File: src/rtl/program_counter_core.sv
// ---------------------------------------------------------------------------
// program_counter_core
//
// Parameterisable program counter with synchronous load, count enable and a
// one-cycle wrap pulse on increment overflow.
//
// Priority at each rising clk edge: reset > load > en > hold.
//
// Optional feature (macro PC_WRAP_COUNT_EN):
//   defined   -> wrap_count counts wrap pulses, saturating at 255, cleared
//                by reset.
//   undefined -> wrap_count is tied to 0 and no counter logic exists; the
//                port list does not change.
//
// Power-up: pc starts at RESET_VALUE and wrap/wrap_count at 0 through
// register initialisers, so pc is defined before the first clock edge even
// if reset is released without ever seeing an edge.
//
// STEP is expected to be below 2**WIDTH; the increment is formed one bit
// wider than the counter so the carry out is the wrap condition.
// ---------------------------------------------------------------------------
module program_counter_core #(
    parameter int WIDTH       = 4,
    parameter int RESET_VALUE = 0,
    parameter int STEP        = 1
) (
    input  logic             clk,
    input  logic             reset,
    input  logic             en        = 1'b1,
    input  logic             load      = 1'b0,
    input  logic [WIDTH-1:0] load_addr = '0,
    output logic [WIDTH-1:0] pc,
    output logic [WIDTH-1:0] pc_next,
    output logic             wrap,
    output logic [7:0]       wrap_count
);

    // Reset value and step truncated/extended to the widths they are used at.
    localparam logic [WIDTH-1:0] RST_PC   = WIDTH'(RESET_VALUE);
    localparam logic [WIDTH:0]   STEP_EXT = (WIDTH+1)'(STEP);

    // NOTE: declaration initialisers give the power-up state; they are not a
    // substitute for reset, which still drives the same values explicitly.
    logic [WIDTH-1:0] pc_q   = RST_PC;
    logic             wrap_q = 1'b0;

    logic [WIDTH:0]   inc_sum;
    logic             wrap_set;

    // Widened increment: the extra top bit is the unsigned carry out.
    always_comb begin
        inc_sum = {1'b0, pc_q} + STEP_EXT;
    end

    // Next-pc selection (load > en > hold); reset is applied only in the register.
    always_comb begin
        // NOTE: default assignment first so every path drives pc_next and no
        // latch is inferred.
        pc_next  = pc_q;
        wrap_set = 1'b0;
        if (load) begin
            pc_next = load_addr;
        end else if (en) begin
            pc_next  = inc_sum[WIDTH-1:0];
            wrap_set = inc_sum[WIDTH];
        end
    end

    // State register for pc and the one-cycle wrap pulse.
    always_ff @(posedge clk) begin
        // NOTE: non-blocking assignments so every register samples pre-edge values.
        if (reset) begin
            pc_q   <= RST_PC;
            wrap_q <= 1'b0;
        end else begin
            pc_q   <= pc_next;
            wrap_q <= wrap_set;
        end
    end

    assign pc   = pc_q;
    assign wrap = wrap_q;

`ifdef PC_WRAP_COUNT_EN
    logic [7:0] wrap_count_q = 8'd0;

    // Saturating wrap counter, updated on the same edge that raises wrap.
    always_ff @(posedge clk) begin
        if (reset) begin
            wrap_count_q <= 8'd0;
        end else if (wrap_set && (wrap_count_q != 8'hFF)) begin
            wrap_count_q <= wrap_count_q + 8'd1;
        end
    end

    assign wrap_count = wrap_count_q;
`else
    assign wrap_count = 8'd0;
`endif

endmodule

File: config.mk
export PLATFORM = sky130hd
export DESIGN_NAME = program_counter_core
export DESIGN_NICKNAME = d
export VERILOG_FILES = /design/src/rtl/program_counter_core.sv
export SDC_FILE = /design/constraint.sdc
export NUM_CORES = 1
export LEC_CHECK = 0
export CORE_AREA = 5 5 42 44
export CTS_BUF_LIST = sky130_fd_sc_hd__clkbuf_16
export CTS_CLUSTER_SIZE = 16
export DETAILED_ROUTE_END_ITERATION = 7
export DIE_AREA = 0 0 47 49
export GPL_TIMING_DRIVEN = 0
export PLACE_DENSITY_LB_ADDON = 0.2
export SLEW_MARGIN = 10
export SYNTH_ARGS = -nofsm -noshare
export SYNTH_HDL_FRONTEND = slang
export SYNTH_SLANG_ARGS = --single-unit
File: constraint.sdc
create_clock -name clk -period 2.12 [get_ports clk]
set_input_delay 0.424 -clock clk [delete_from_list [all_inputs] [get_ports clk]]
set_output_delay 0.424 -clock clk [all_outputs]
set_load 0.02 [all_outputs]
After elaboration in Yosys (flattened, before gate mapping)
Cells that the tools add are included.

word-level totals
  output and inout bits = 17
  bits of input ports = 8
  logic and storage cells = 7
  register bits = 5

cells by class
  add/sub/neg operators = 1
  bitwise operators = 1
  reduce and logical (&&, ||, !) cells = 1
  muxes and demuxes = 2

operators by type and width
  kind                                                            count
  4-bit two-way mux                                               2
  4-bit by 1-bit adder with 5-bit output (second input constant)  1
  3-bit OR reduction                                              1
  1-bit inverter                                                  1

Longest topological paths before layout
Gate-level depths: netlist of the first run.

  depth in word-level cells = 3
  gate-level depth with buffers = 4
  mapped depth without buffers = 4

Worst setup path after synthesis of the first run
No wires, ideal clock.

  kind = register to output
  start = reg pc_q[0] (netlist: pc[0])
  end = out pc_next[3]
  cell stages (with the launch flop) = 4
  buffers on the path = 0
  arrival = 1299 ps
  data required time = 1696 ps
  setup slack = 397 ps
  path through = dfxtp_1 > nand4_1 > mux2_4 > a21oi_1

between the ends
  word-level cells in the longest chain between the ends = 3

RTL lines
  element                                 RTL line  source
  from (decl)                             44        logic [WIDTH-1:0] pc_q = RST_PC;
  from (signal assigned)                  76        pc_q <= pc_next;
  4-bit by 1-bit adder with 5-bit output  52        inc_sum = {1'b0, pc_q} + STEP_EXT;
  4-bit two-way mux                       63        end else if (en) begin
  4-bit two-way mux                       61        if (load) begin
  to (decl)                               33        output logic [WIDTH-1:0] pc_next,

Every way passes these cells.

Worst setup path after layout of the first run
  start = in en
  end = out pc_next[3]

between the ends
  word-level cells in the longest chain between the ends = 2

RTL lines
  element            RTL line  source
  from (decl)        29        input logic en = 1'b1,
  4-bit two-way mux  63
  4-bit two-way mux  61

Every way passes these cells.

==> flow_metrics.py, run 1 <==
metrics = {
    "status": {
        "status": "finished clean",
    },
    "synth": {
        "synthMuxAreaShare_pct": 7.692,
        "yosysTopAreaCellShare_pct": 30.77,
        "synth_warnings": 0,
        "synth.most_common_cell": "buf_4",
        "async_flop_share_pct": 0,
        "syn_area_um2": 325.3,
        "ys_seq_elements": 5,
        "netlist_top_cells_area": "dfxtp_1 31%, buf_4 18%, nor2b_1 5.8%",
        "synth_compound_gate_area_share_pct": 12.31,
        "yosys.area_share.simple_pct": 16.54,
        "synthCells": 39,
        "ys_top_cells_by_count": "8 x buf_4, 5 x dfxtp_1, 4 x nand2_1",
        "synth_cell_type_count": 19,
        "synth-seq-area-share_pct": 30.77,
        "avgSynthCellArea_um2": 8.341,
        "synth-edff-count": 0,
        "synth_top_family_by_area": "buffers and inverters",
        "synth_xor_area_share_pct": 5.385,
        "yosysTopAreaCell": "dfxtp_1",
        "synthFlopType": "dfxtp_1",
        "synth-adder-area-share_pct": 3.846,
    },
    "detailed_routing": {
        "wire_per_inst_um": 8.877,
        "vias_per_cell": 3.691,
        "vias": 299,
        "drtPass1Iterations": 1,
        "ant_nets": 0,
        "drt-initial-drc-count": 0,
        "drc": 0,
        "drt_wl_total_um": 719,
    },
    "global_routing": {
        "grt_util_all_layers_pct": 7.173,
        "grt_max_degree": 11,
        "grt_pass1_wl_um": 1152,
        "overflow": 0,
        "antenna_found_initial": 0,
        "grt_pass1_vias": 295,
    },
    "power": {
        "p_clk_share_pct": 59.3,
        "p_seq_share_pct": 20.9,
        "p_leak_nw": 0.2869,
        "p_sw_uw": 114.5,
        "p_int_uw": 393.3,
        "power_switching_share_pct": 22.54,
        "peakVddDrop_mv": 0.3748,
        "power.density_nw_per_um2": 847.2,
        "combPwrFrac_pct": 19.9,
        "power_uw": 507.7,
    },
    "clock_network": {
        "path_clk_slew_ns": 0.03,
        "clock_latency_ns": 0.22,
        "cts_tree": "done",
        "htreeDepth": 1,
        "cts_buffers": 3,
        "cts.sinks": 5,
        "postCtsHoldBufs": 0,
        "cts-root-buf": "clkbuf_16",
        "clock_path_buffers": 2,
    },
    "sta": {
        "fin_ws_ns": 0.1152,
        "slew_viol_final": 0,
        "period_share_pct": 94.57,
        "whs_ns": 0.4643,
        "max_freq_mhz": 498.8,
        "hold_viol": 0,
        "finalSetupViolations": 0,
        "period_minus_slack_ns": 2.005,
        "finClkSkew_ns": 0.001228,
        "rsz0062_at_grt": "false",
    },
    "job": {
        "drv_cap": 0,
    },
    "placement": {
        "hpwl_um": 604.4,
        "gp_congestion": 0.6564,
        "place_area_um2": 521.8,
        "port_buffers": 15,
        "dp_slack_ns": -0.4965,
    },
    "floorplanning": {
        "row_count": 14,
        "die_w_um": 47,
        "start_util_pct": 23.21,
        "ioPinCount": 25,
        "fp.coreArea_um2": 1401,
        "die_h_um": 49,
        "die_area_um2": 2303,
    },
    "cells_and_area": {
        "layout.nets": 75,
        "area_growth_pct": 84.23,
        "fin_util_pct": 42.77,
        "insertedDiodeCount": 0,
        "n_fill_cell": 154,
        "drive_above_1_share_pct": 24.62,
        "design_area_um2": 599.3,
    },
    "worst_setup_path": {
        "critPathKind": "input pin to primary output",
        "arrival_ns": 1.58,
        "crit_fanout": 4,
        "cp-end-kind": "primary output",
        "cp-start-kind": "input pin",
        "required_ns": 1.70,
    },
    "worst_hold_path": {
        "min_path_type": "flip-flop to flip-flop",
    },
}
## metrics by stage
step,instances,setup TNS (ns)
6_report,81,0
2_1_floorplan,46,0
4_1_cts,81,0
3_3_place_gp,77,-1.275
3_5_place_dp,77,-1.261
5_1_grt,81,0
## critical path, stage by stage
cell             delay, ns
dlygate4sd2_1         0.29
nand4_1               0.14
mux2_4                0.33
a21oi_1               0.12
clkdlybuf4s15_2       0.27
## area by class of cell
| class | count | area, um^2 | share of cell area, % |
|---|---|---|---|
| multi-input combinational | 30 | 178.9 | 29.85 |
| timing repair buffer | 15 | 148.9 | 24.84 |
| sequential | 5 | 100.1 | 16.70 |
| clock buffer | 3 | 75.07 | 12.53 |
| buffer | 9 | 65.06 | 10.86 |
| tap | 16 | 20.02 | 3.340 |
| inverter | 2 | 7.507 | 1.253 |
| clock inverter | 1 | 3.754 | 0.6263 |
## layer usage
| metal | vias up | global-route usage (%) | wire length (um) |
|---|---|---|---|
| li1 | 167 | - | - |
| met4 | 0 | 4.147 | 0 |
| met3 | 0 | 3.321 | 62 |
| met5 | - | 0 | 0 |
| met1 | 121 | 7.440 | 265 |
| met2 | 11 | 11.31 | 390 |
## power groups by stage
stage / Sequential [mW] / Combinational, mW / Clock (mW)
after CTS: 0.106 / 0.102 / 0.308
after global placement: 0.107 / 0.106 / 0
after floorplan: 0.114 / 0.0568 / 0
after global routing: 0.107 / 0.111 / 0.317
final: 0.106 / 0.101 / 0.301
after detailed placement: 0.107 / 0.106 / 0
## logic make-up after synthesis
family                   after synthesis
AO/OA/AOI/OAI                          6
XOR/XNOR                               2
adder cells (fa/ha/maj)                1
buffers and inverters                 11
flip-flops                             5
multiplexers                           2
other                                  1
AND/OR/NAND/NOR                       11
## what timing repair did
item | CTS | global route
setup endpoints to repair | 4 | 0
buffers inserted | 0 | 0
endpoints found under the hold margin | 0 | 0
resized for setup | 9 | 0
## registers in the layout, indices dropped and copies added (netlist names)
register	flops
pc	4
wrap	1
## cell usage in the layout, fill, tap and decap left out
cell	netlist	final
clkbuf_16	0	3
inv_1	2	3
clkdlybuf4s50_1	0	10
clkdlybuf4s15_2	0	2
nor4_1	1	1
mux2i_1	1	1
nand2_1	4	4
buf_4	8	8
xnor2_1	1	1
xor2_1	1	1
mux2_4	1	1
nand4_1	1	1
conb_1	1	8
nor2_1	2	2
dfxtp_1	5	5
o21ai_0	2	2
dlygate4sd2_1	0	3
a21oi_1	2	2
a211oi_1	1	1
a211oi_2	1	1
ha_1	1	1
buf_2	1	1
nor2b_1	3	3
## final timing paths
| check | depth (start not counted) | slack, ns | end | from |
|---|---|---|---|---|
| max | 5 | 0.12 | pc_next[3] | en |
| min reg2reg | 2 | 0.46 | wrap | pc[3] |
| min | 2 | 0.46 | wrap | pc[3] |
| max reg2reg | 4 | 1.01 | pc[1] | pc[0] |
Note: power is estimated with default switching activity, not from simulation.
==> inputs of run 2 (changes only) <==
CTS_BUF_LIST = unset   (was sky130_fd_sc_hd__clkbuf_16)
SETUP_SLACK_MARGIN = 0.4   (was unset)
==> flow_metrics.py, run 2 (same netlist as run 1, synthesis figures left out) <==
metrics = {
    "clock_network": {
        "cts_buffers": 3,
        "cts-root-buf": "clkbuf_4",
        "clock_latency_ns": 0.24,
        "htreeDepth": 1,
        "path_clk_slew_ns": 0.04,
        "cts_tree": "done",
        "cts.sinks": 5,
        "clock_path_buffers": 2,
    },
    "placement": {
        "port_buffers": 15,
        "hpwl_um": 628.1,
        "gp_congestion": 0.6974,
        "dp_slack_ns": -0.4874,
        "dp.cells": 77,
    },
    "global_routing": {
        "grt_pass1_wl_um": 1304,
        "antenna_found_initial": 0,
        "overflow": 0,
        "grt_max_degree": 11,
        "grt_util_all_layers_pct": 8.028,
        "grt_pass1_vias": 343,
    },
    "power": {
        "peakVddDrop_mv": 0.2480,
        "power.density_nw_per_um2": 561.1,
        "p_leak_nw": 0.2845,
    },
    "worst_setup_path": {
        "cp-end-kind": "primary output",
        "r2r_slack_ns": 0.95,
        "r2r_end": "pc[3]",
        "required_ns": 1.70,
        "r2r_cells": 4,
        "crit_fanout": 4,
        "crit_buf_inv": 1,
        "r2r_start": "pc[2]",
        "path_cells": "nand4_1, mux2_4, a21oi_2, buf_6",
        "cp-start-kind": "flip-flop",
        "crit_family": "flip-flops",
        "cpPeakStageDelay_ns": 0.36,
        "arrival_ns": 1.28,
        "critPathKind": "flip-flop to primary output",
        "crit_slowest_cell": "dfxtp_4",
    },
    "status": {
        "status": "finished clean",
    },
    "floorplanning": {
        "row_count": 14,
        "ioPinCount": 25,
        "start_util_pct": 23.21,
        "die_area_um2": 2303,
        "die_h_um": 49,
        "fp.coreArea_um2": 1401,
        "die_w_um": 47,
    },
    "sta": {
        "max_freq_mhz": 585.2,
        "fin_ws_ns": 0.4112,
        "period_minus_slack_ns": 1.709,
        "slew_viol_final": 0,
        "rsz0062_at_grt": "true",
        "period_share_pct": 80.60,
        "finalSetupViolations": 0,
        "hold_viol": 0,
        "finClkSkew_ns": 0.001924,
    },
    "detailed_routing": {
        "vias_per_cell": 4.058,
        "vias": 349,
        "wire_per_inst_um": 9.291,
        "ant_nets": 0,
        "drt-initial-drc-count": 0,
        "drtPass1Iterations": 1,
        "drt_wl_total_um": 799,
        "drc": 0,
    },
    "cells_and_area": {
        "area_growth_pct": 80.38,
        "final_cells": 86,
        "layout_common_cells": "14 x buf_4, 10 x clkdlybuf4s50_1, 8 x conb_1, 4 x buf_2, 4 x nand2_1",
        "layout.nets": 80,
        "largest_register_ffs": 4,
        "drive_above_1_share_pct": 41.43,
        "mostFrequentLayoutCell": "buf_4",
        "n_fill_cell": 155,
        "insertedDiodeCount": 0,
    },
    "worst_hold_path": {
        "whs_path_depth": 2,
        "whs_endpoint": "wrap",
        "hold_start": "pc[3]",
        "min_path_type": "flip-flop to flip-flop",
    },
    "job": {
        "drv_cap": 0,
    },
}
==> run 2: cell types whose count changed in the layout (fill, tap and decap cells not counted), moves of 2 or more <==
cell             before  now
clkbuf_16             3    0
buf_2                 1    4
clkbuf_4              0    3
clkdlybuf4s15_2       2    0
dlygate4sd2_1         3    0
buf_4                 8   14
dfxtp_2               0    2
dfxtp_1               5    2
==> run 2: metrics by stage <==
step	power [mW]	hold WS, ns	TNS (ns)	cell area, um^2	utilization [%]
after floorplan	0.1715	0.4886	0	355.3	-
after global placement	0.2145	0.4623	-1.307	525.5	37.50
after detailed placement	0.2147	0.4683	-1.274	525.5	37.50
after CTS	0.3289	0.4763	0	554.3	39.55
after global routing	0.3549	0.5022	0	586.8	41.88
final	0.3293	0.4707	0	586.8	41.88
==> run 2: power by group <==
part           total (mW)  internal [mW]  switching, mW  leakage, nW
sequential          0.107          0.100        0.00619       0.0425
combinational       0.111         0.0562         0.0553        0.227
clock               0.111         0.0712         0.0399       0.0150
==> run 2: area by class of cell <==
class | instances | area, um^2 | share of cell area, %
clock buffers | 4 | 26.28 | 4.478
repair buffers | 20 | 171.4 | 29.21
multi-input cells | 30 | 190.2 | 32.41
flip-flops and latches | 5 | 106.4 | 18.12
inverters | 2 | 7.507 | 1.279
well taps | 16 | 20.02 | 3.412
plain buffers | 9 | 65.06 | 11.09
==> run 2: how the worst max path moves through the flow <==
stage	startpoint	end	slack [ns]	cells after the start
2_1_floorplan	pc[0]	pc_next[1]	0.43	3
3_3_place_gp	en	pc_next[3]	-0.48	5
3_5_place_dp	en	pc_next[3]	-0.49	5
4_1_cts	pc[0]	pc_next[3]	0.39	4
5_1_grt	pc[2]	pc_next[3]	0.34	4
6_report	pc[2]	pc_next[3]	0.41	4
==> run 2: metal layers <==
layer,global-route usage (%),up-vias,routed length (um)
met3,4.797,2,90
met1,8.132,154,326
met2,11.76,18,368
met4,5.530,0,13
li1,-,175,-
met5,0,-,0
==> run 2: tightest hold or removal path: stages (launching register included) <==
cell and delay, ns:
dfxtp_1 0.32, nand2_1 0.06, nor4_1 0.04
==> run 2: what timing repair did <==
action / in CTS / in global routing
setup buffers: 2 / 3
pin swaps: 2 / 1
cloned: 0 / 0
endpoints found under the setup margin: 4 / 3
gates resized for setup: 29 / 2
hold buffers: 0 / 0
==> inputs of run 3 (changes only) <==
clock period = 1.5 ns   (was 2.12 ns; I/O delays follow)
==> flow_metrics.py, run 3 (same netlist as run 1, synthesis figures left out) <==
metrics = {
    "cells_and_area": {
        "drive_above_1_share_pct": 57.97,
        "final_cells": 85,
        "mostFrequentLayoutCell": "buf_4",
        "layout.nets": 79,
        "n_fill_cell": 147,
        "largest_register_ffs": 4,
        "insertedDiodeCount": 0,
        "area_growth_pct": 97.31,
        "layout_common_cells": "12 x buf_4, 8 x conb_1, 7 x buf_6, 4 x clkdlybuf4s50_1",
    },
    "power": {
        "power.density_nw_per_um2": 758.0,
        "power_uw": 486.5,
        "peakVddDrop_mv": 0.2619,
        "p_leak_nw": 0.3085,
    },
    "detailed_routing": {
        "drt-initial-drc-count": 3,
        "drc": 0,
        "drt_wl_total_um": 847,
        "vias": 336,
        "ant_nets": 0,
        "wire_per_inst_um": 9.965,
        "drtPass1Iterations": 2,
        "vias_per_cell": 3.953,
    },
    "worst_hold_path": {
        "whs_endpoint": "pc[3]",
        "whs_path_depth": 2,
        "hold_start": "load",
        "min_path_type": "input pin to flip-flop",
    },
    "floorplanning": {
        "fp.coreArea_um2": 1401,
        "die_area_um2": 2303,
        "die_h_um": 49,
        "die_w_um": 47,
        "start_util_pct": 23.21,
        "ioPinCount": 25,
        "row_count": 14,
    },
    "clock_network": {
        "htreeDepth": 1,
        "cts_buffers": 3,
        "path_clk_slew_ns": 0.04,
        "clock_path_buffers": 2,
        "cts.sinks": 5,
        "clock_latency_ns": 0.24,
        "postCtsHoldBufs": 0,
        "cts_tree": "done",
        "cts-root-buf": "clkbuf_4",
    },
    "worst_setup_path": {
        "r2r_slack_ns": 0.25,
        "crit_fanout": 3,
        "r2r_end": "pc[3]",
        "cp-start-kind": "flip-flop",
        "r2r_start": "pc[1]",
        "cp-end-kind": "primary output",
        "required_ns": 1.20,
        "critPathKind": "flip-flop to primary output",
        "arrival_ns": 1.29,
        "r2r_cells": 5,
    },
    "sta": {
        "period_share_pct": 105.9,
        "rsz0062_at_grt": "true",
        "max_freq_mhz": 629.6,
        "period_minus_slack_ns": 1.588,
        "finalSetupViolations": 2,
        "finClkSkew_ns": 0.002009,
        "fin_setup_tns_ns": -0.1136,
        "fin_ws_ns": -0.08829,
        "hold_viol": 0,
        "whs_ns": 0.3413,
        "slew_viol_final": 0,
    },
    "placement": {
        "hpwl_um": 615.7,
        "dp.cells": 77,
        "gp_congestion": 0.5868,
        "port_buffers": 15,
    },
    "global_routing": {
        "grt_pass1_wl_um": 1331,
        "grt_max_degree": 11,
        "grt_pass1_vias": 337,
        "grt_util_all_layers_pct": 8.392,
        "antenna_found_initial": 0,
        "overflow": 0,
    },
    "job": {
        "drv_cap": 0,
    },
    "status": {
        "violations": "negative setup slack",
        "status": "finished with violations",
    },
}
-- run 3: worst max-delay path, stage by stage (launching register included) --
cell and delay (ns):
dfxtp_4 0.36, nand4_1 0.11, mux2_4 0.34, a21oi_4 0.11, buf_6 0.13
-- run 3: worst max-delay path by stage --
stage          slack (ns)   from  cells past startpoint          to
2_1_floorplan        0.20  pc[0]                      3  pc_next[3]
3_3_place_gp        -0.86     en                      5  pc_next[3]
3_5_place_dp        -0.84     en                      5  pc_next[3]
4_1_cts             -0.09  pc[0]                      4  pc_next[3]
5_1_grt             -0.17  pc[0]                      4  pc_next[3]
6_report            -0.09  pc[1]                      4  pc_next[3]
-- run 3: per-layer routing --
metal  track usage (%)  up-vias  wire, um
met1             9.051      143       334
met5                 0        -         0
li1                  -      175         -
met2             11.99       16       401
met4             8.295        0        14
met3             2.583        2        97
-- run 3: metrics by stage --
step	instance area [um^2]	setup WS (ns)	util, %
4_1_cts	629.4	-0.09388	44.91
3_5_place_dp	558.0	-0.8369	39.82
2_1_floorplan	387.9	0.2045	-
3_3_place_gp	558.0	-0.8553	39.82
6_report	641.9	-0.08829	45.80
5_1_grt	641.9	-0.1712	45.80
-- run 3: power breakdown --
group          leakage, nW  total [mW]  switching [mW]  internal (mW)
logic                0.250       0.181          0.0879         0.0932
clock network       0.0150       0.154          0.0538          0.100
registers           0.0434       0.151          0.0101          0.141
-- run 3: repair_timing --
item                                    in CTS  in global routing
gates resized for setup                     54                  5
setup buffers                                3                  1
endpoints found under the setup margin      12                 11
pin swaps                                    5                  5
-- run 3: cell type report --
class / count / area (um^2) / area share [%]
Buffer: 9 / 67.56 / 10.53
Multi-Input combinational cell: 30 / 231.5 / 36.06
Inverter: 2 / 7.507 / 1.170
Tap cell: 16 / 20.02 / 3.119
Clock buffer: 4 / 26.28 / 4.094
Sequential cell: 5 / 112.6 / 17.54
Timing Repair Buffer: 19 / 176.4 / 27.49
